===== src/rtl/mem_port_sched.sv =====
// mem_port_sched: single-port memory scheduler shared by instruction fetch (IF)
// and data access (EX) of the 16-bit 3-stage pipeline.
//
// One access is granted at a time. The access holds the memory port for MEM_LAT
// cycles (WAIT) and then pulses the owner's valid for one cycle (RESP). At least
// one IDLE cycle separates accesses. All state updates on the falling clock edge,
// matching the pipeline registers.
//
// Ports:
//   clock, reset          falling-edge clock, asynchronous active-high reset
//   if_req/if_addr        fetch request (level, held until if_valid) and byte address
//   ex_req/ex_we/ex_addr/ex_wdata
//                         data request (level, held until ex_valid), store flag,
//                         byte address and store data
//   mem_rdata             read data from the memory array
//   mem_en/mem_we/mem_addr/mem_wdata
//                         memory port; mem_addr is a word address (byte addr >> 1)
//   if_valid/if_rdata     fetch completion pulse and fetched instruction
//   ex_valid/ex_rdata     load/store completion pulse and load data
//   stall                 freeze PC/IFID/IDEX while any request is unserved
module mem_port_sched #(
  parameter int MEM_LAT = 2,
  parameter int MAX_RUN = 3,
  parameter int ADDR_W  = 10
) (
  input  logic              clock,
  input  logic              reset,
  input  logic              if_req,
  input  logic [15:0]       if_addr,
  input  logic              ex_req,
  input  logic              ex_we,
  input  logic [15:0]       ex_addr,
  input  logic [15:0]       ex_wdata,
  input  logic [15:0]       mem_rdata,
  output logic              mem_en,
  output logic              mem_we,
  output logic [ADDR_W-1:0] mem_addr,
  output logic [15:0]       mem_wdata,
  output logic              if_valid,
  output logic [15:0]       if_rdata,
  output logic              ex_valid,
  output logic [15:0]       ex_rdata,
  output logic              stall
);

  localparam logic [2:0] LAT_INIT = 3'(MEM_LAT);
  localparam logic [2:0] RUN_LIM  = 3'(MAX_RUN);
  localparam logic [2:0] RUN_SAT  = 3'd7;

  typedef enum logic [1:0] {
    S_IDLE = 2'd0,
    S_WAIT = 2'd1,
    S_RESP = 2'd2
  } state_t;

  state_t              state_q, state_d;
  logic                owner_ex_q, owner_ex_d;
  logic                we_q, we_d;
  logic [ADDR_W-1:0]   addr_q, addr_d;
  logic [15:0]         wdata_q, wdata_d;
  logic [2:0]          cnt_q, cnt_d;
  logic [2:0]          run_q, run_d;
  logic [15:0]         if_rdata_q, if_rdata_d;
  logic [15:0]         ex_rdata_q, ex_rdata_d;
  logic                grant_ex;

  // Byte-lane bit 0 and the bits above the array size are intentionally dropped.
  logic unused_addr_bits;
  assign unused_addr_bits = ^{if_addr[15:ADDR_W+1], if_addr[0],
                              ex_addr[15:ADDR_W+1], ex_addr[0]};

  // Consecutive-EX-grant counter saturates rather than wrapping, so a long EX
  // burst can never make IF look un-starved again.
  function automatic logic [2:0] run_sat_inc(input logic [2:0] v);
    return (v == RUN_SAT) ? v : v + 3'd1;
  endfunction

  always_comb begin
    state_d    = state_q;
    owner_ex_d = owner_ex_q;
    we_d       = we_q;
    addr_d     = addr_q;
    wdata_d    = wdata_q;
    cnt_d      = cnt_q;
    run_d      = run_q;
    if_rdata_d = if_rdata_q;
    ex_rdata_d = ex_rdata_q;
    grant_ex   = 1'b0;

    case (state_q)
      S_IDLE: begin
        if (if_req || ex_req) begin
          // EX normally wins; IF is forced once EX has taken MAX_RUN grants
          // in a row while a fetch was waiting.
          grant_ex   = ex_req && ((run_q < RUN_LIM) || !if_req);
          owner_ex_d = grant_ex;
          if (grant_ex) begin
            addr_d  = ex_addr[ADDR_W:1];
            we_d    = ex_we;
            wdata_d = ex_wdata;
            run_d   = if_req ? run_sat_inc(run_q) : 3'd0;
          end else begin
            addr_d  = if_addr[ADDR_W:1];
            we_d    = 1'b0;
            run_d   = 3'd0;
          end
          cnt_d   = LAT_INIT;
          state_d = S_WAIT;
        end
      end
      S_WAIT: begin
        cnt_d = cnt_q - 3'd1;
        if (cnt_q == 3'd1) begin
          // Stores leave ex_rdata untouched.
          if (owner_ex_q) begin
            if (!we_q) begin
              ex_rdata_d = mem_rdata;
            end
          end else begin
            if_rdata_d = mem_rdata;
          end
          state_d = S_RESP;
        end
      end
      S_RESP: begin
        state_d = S_IDLE;
      end
      default: begin
        state_d = S_IDLE;
      end
    endcase
  end

  always_ff @(negedge clock or posedge reset) begin
    if (reset) begin
      state_q    <= S_IDLE;
      owner_ex_q <= 1'b0;
      we_q       <= 1'b0;
      addr_q     <= '0;
      wdata_q    <= '0;
      cnt_q      <= 3'd0;
      run_q      <= 3'd0;
      if_rdata_q <= '0;
      ex_rdata_q <= '0;
    end else begin
      state_q    <= state_d;
      owner_ex_q <= owner_ex_d;
      we_q       <= we_d;
      addr_q     <= addr_d;
      wdata_q    <= wdata_d;
      cnt_q      <= cnt_d;
      run_q      <= run_d;
      if_rdata_q <= if_rdata_d;
      ex_rdata_q <= ex_rdata_d;
    end
  end

  // Port controls decode straight from state so reset drops them immediately.
  assign mem_en    = (state_q == S_WAIT);
  assign mem_we    = (state_q == S_WAIT) && owner_ex_q && we_q;
  assign mem_addr  = addr_q;
  assign mem_wdata = wdata_q;
  assign if_valid  = (state_q == S_RESP) && !owner_ex_q;
  assign ex_valid  = (state_q == S_RESP) && owner_ex_q;
  assign if_rdata  = if_rdata_q;
  assign ex_rdata  = ex_rdata_q;
  assign stall     = (if_req && !if_valid) || (ex_req && !ex_valid);

endmodule


===== config.mk =====
export PLATFORM = sky130hd
export DESIGN_NAME = mem_port_sched
export DESIGN_NICKNAME = d
export VERILOG_FILES = /design/src/rtl/mem_port_sched.sv
export SDC_FILE = /design/constraint.sdc
export NUM_CORES = 1
export LEC_CHECK = 0
export CORE_MARGIN = 4
export CORE_UTILIZATION = 55
export DETAILED_ROUTE_END_ITERATION = 7
export DONT_BUFFER_PORTS = 1
export GPL_ROUTABILITY_DRIVEN = 0
export PLACE_DENSITY_LB_ADDON = 0.12
export SLEW_MARGIN = 10
export SYNTH_ARGS = -nofsm -noshare
export SYNTH_HDL_FRONTEND = slang
export SYNTH_SLANG_ARGS = --single-unit

===== constraint.sdc =====
create_clock -name clock -period 1.75 [get_ports clock]
set_input_delay 0.175 -clock clock [delete_from_list [all_inputs] [get_ports clock]]
set_output_delay 0.175 -clock clock [all_outputs]
set_load 0.005 [all_outputs]

==> flow_metrics.tcl <==
set metrics [dict create \
    outcome "complete, but fails checks" \
    violations "negative setup slack" \
    slew_viol_final 0 \
    vias 1932 \
    critPathKind "register to output port" \
    syn2layout_area_growth_pct 20.4 \
    die_area_um2 6570 \
    clock_sink_count 68 \
    crit_path_end_kind "output port" \
    portBuffers 0 \
    synth-seq-area-share 0.580 \
    crit_path_start_kind "register" \
    clock_latency_ns 0.32 \
    regToRegStartpoint "state_q[1]" \
    totalWireLength_mm 6.50 \
    yosys_warnings 0 \
    num_rows 26 \
    tightestPinTransition_ns 0.399 \
    grt.total_usage 0.211 \
    synth_nets 297 \
    ant_nets 0 \
    seqCellArea_um2 1700 \
    fin_setup_tns_ns -8.79 \
    place_hpwl_mm 4.81 \
    crit_arrival_ns 2.07 \
    slowest_stage "dfrtn_1" \
    cts_buffers 9 \
    max_cap_viol_count 0 \
    layout_common_cells "dfrtn_1, mux2_2, buf_4, o21ai_0" \
    hp-class "register to register" \
    clock_skew_ns 0.00701 \
    ys.flop_type "dfrtn_1" \
    cp_max_fo 5 \
    coreArea_um2 5140 \
    cellPowerDensity_nw_per_um2 1830 \
    final_common_cell "dfrtn_1" \
    synth.distinct_cells 36 \
    stdcell_count 323 \
    leakage_nw 1.55 \
    cts_tree "done" \
    final_util 0.687 \
    r2r_setup_slack_ns -0.15 \
    synth_seq_cells 68 \
    min_to "cnt_q[0]" \
    worstRegToRegCells 6 \
    place.detailed.instances 303 \
    rsz0062_at_grt "yes" \
    first_pass_iters 4 \
    first_iter_violations 70 \
    relSlewSlack 0.733 \
    path_buf_inv 1 \
    postSynth.asyncResetShare 1.00 \
    multi_input_area_um2 1210 \
    initial_utilization 0.571 \
    synth_cells 224 \
    grt_max_degree 38 \
    finalSetupViolations 79 \
    cp.required_ns 1.57 \
    synth.avg_cell_area_um2 13.1 \
    setup_slack_ns -0.498 \
    fp.dieW_um 81.0 \
    wl_per_cell_um 20.1 \
    synth_area_um2 2930 \
    path_delay_family "flip-flops" \
    synth_edf_count 0 \
    avgViaCountPerCell 5.98 \
    ios 132 \
    clock_tree.root_cell "clkbuf_8" \
    hold_depth 1 \
    clk_pin_slew_ns 0.05 \
    clk_path_buf_depth 2 \
    antenna_found_initial 0 \
    worstHoldStart "cnt_q[0]" \
    nNetsFinal 321 \
    path_cells "inv_2 -> and3_4 -> o22ai_2" \
    h-tree-depth 3 \
    grt_overflow 0 \
    fp.dieH_um 81.0 \
    drc 0 \
    hold_viol 0 \
    ir_worst_vdd_uv 953 \
    drive_gt1_frac 0.423 \
    fill_cells 393 \
    num_antenna_cells 0 \
    cts_hold_buf 0 \
    rr_endpoint "mem_wdata[2]" \
    grt_pass1_wl_mm 10.3 \
    grt_pass1_vias 2143 \
    critical-path-max-stage-delay_ns 0.54 \
]
[power by group]
part | switching (mW) | internal, mW
sequential | 0.652 | 2.42
clock | 0.564 | 0.732
combinational | 0.858 | 1.22
total | 2.07 | 4.37
[layout make-up]
| cell class | instances | area share |
|---|---|---|
| Sequential cell | 68 | 0.482 |
| Inverter | 10 | 0.0124 |
| Multi-Input combinational cell | 134 | 0.343 |
| Timing Repair Buffer | 25 | 0.0807 |
| Tap cell | 70 | 0.0248 |
| Clock buffer | 12 | 0.0439 |
| Clock inverter | 4 | 0.0135 |
[synth_stat cells, drive strengths merged, types with 2 or more instances]
library cell / count / share of area
mux2: 48 / 0.19
nand2: 4 / 0.0051
nand2b: 2 / 0.0043
ha: 4 / 0.017
and3: 3 / 0.0064
a21oi: 11 / 0.019
o2bb2ai: 2 / 0.0060
o21ai: 13 / 0.022
o211ai: 11 / 0.028
o22ai: 3 / 0.0064
nor3b: 2 / 0.0051
buf: 4 / 0.012
nor2: 5 / 0.0064
clkbuf: 8 / 0.011
inv: 10 / 0.013
dfrtn: 68 / 0.58
nand3: 2 / 0.0034
a31oi: 10 / 0.021
or2: 2 / 0.0043
[through the flow]
step	instance area (um^2)	hold WS, ns	setup WS, ns	total power, mW
after global placement	3220	0.434	-0.524	4.87
after floorplan	3010	0.413	-0.583	4.35
after detailed placement	3220	0.457	-0.540	5.03
final	3530	0.453	-0.498	6.45
after CTS	3520	0.456	-0.526	6.50
after global routing	3530	0.488	-0.574	6.87
[worst max-delay path by stage]
stage / slack (ns) / start / end / cells after the start
after floorplan: -0.58 / ex_req / mem_wdata[0] / 5
after global placement: -0.52 / ex_req / mem_wdata[4] / 4
after detailed placement: -0.54 / if_req / mem_wdata[2] / 4
after CTS: -0.53 / state_q[0] / stall / 3
after global routing: -0.57 / state_q[0] / stall / 3
final: -0.50 / state_q[0] / stall / 3
[metal layers]
metal,GRT usage,vias up,wire length (um)
met1,0.234,959,2460
li1,-,866,-
met2,0.369,99,3430
met5,0,-,0
met4,0.0828,0,36
met3,0.0754,8,582
[logic make-up after synthesis]
kind of cell,Yosys count,share of synthesized area
flops,68,0.580
compound gates,54,0.114
mux,49,0.198
simple gates,27,0.0550
buf+inv,22,0.0358
fa+ha+maj,4,0.0171
[registers in the layout, summed over array words and instances, names as in the netlist]
register,count
cnt_q,3
mem_wdata,16
mem_addr,10
owner_ex_q,1
ex_rdata,16
state_q,2
if_rdata,16
run_q,3
we_q,1
[what timing repair did]
item | in CTS | in global routing
gates resized for setup | 7 | 4
buffers inserted | 2 | 0
pin swaps | 0 | 2
gates cloned | 2 | 0
setup endpoints to repair | 89 | 91
No activity file was read; power rests on OpenSTA's default activity.
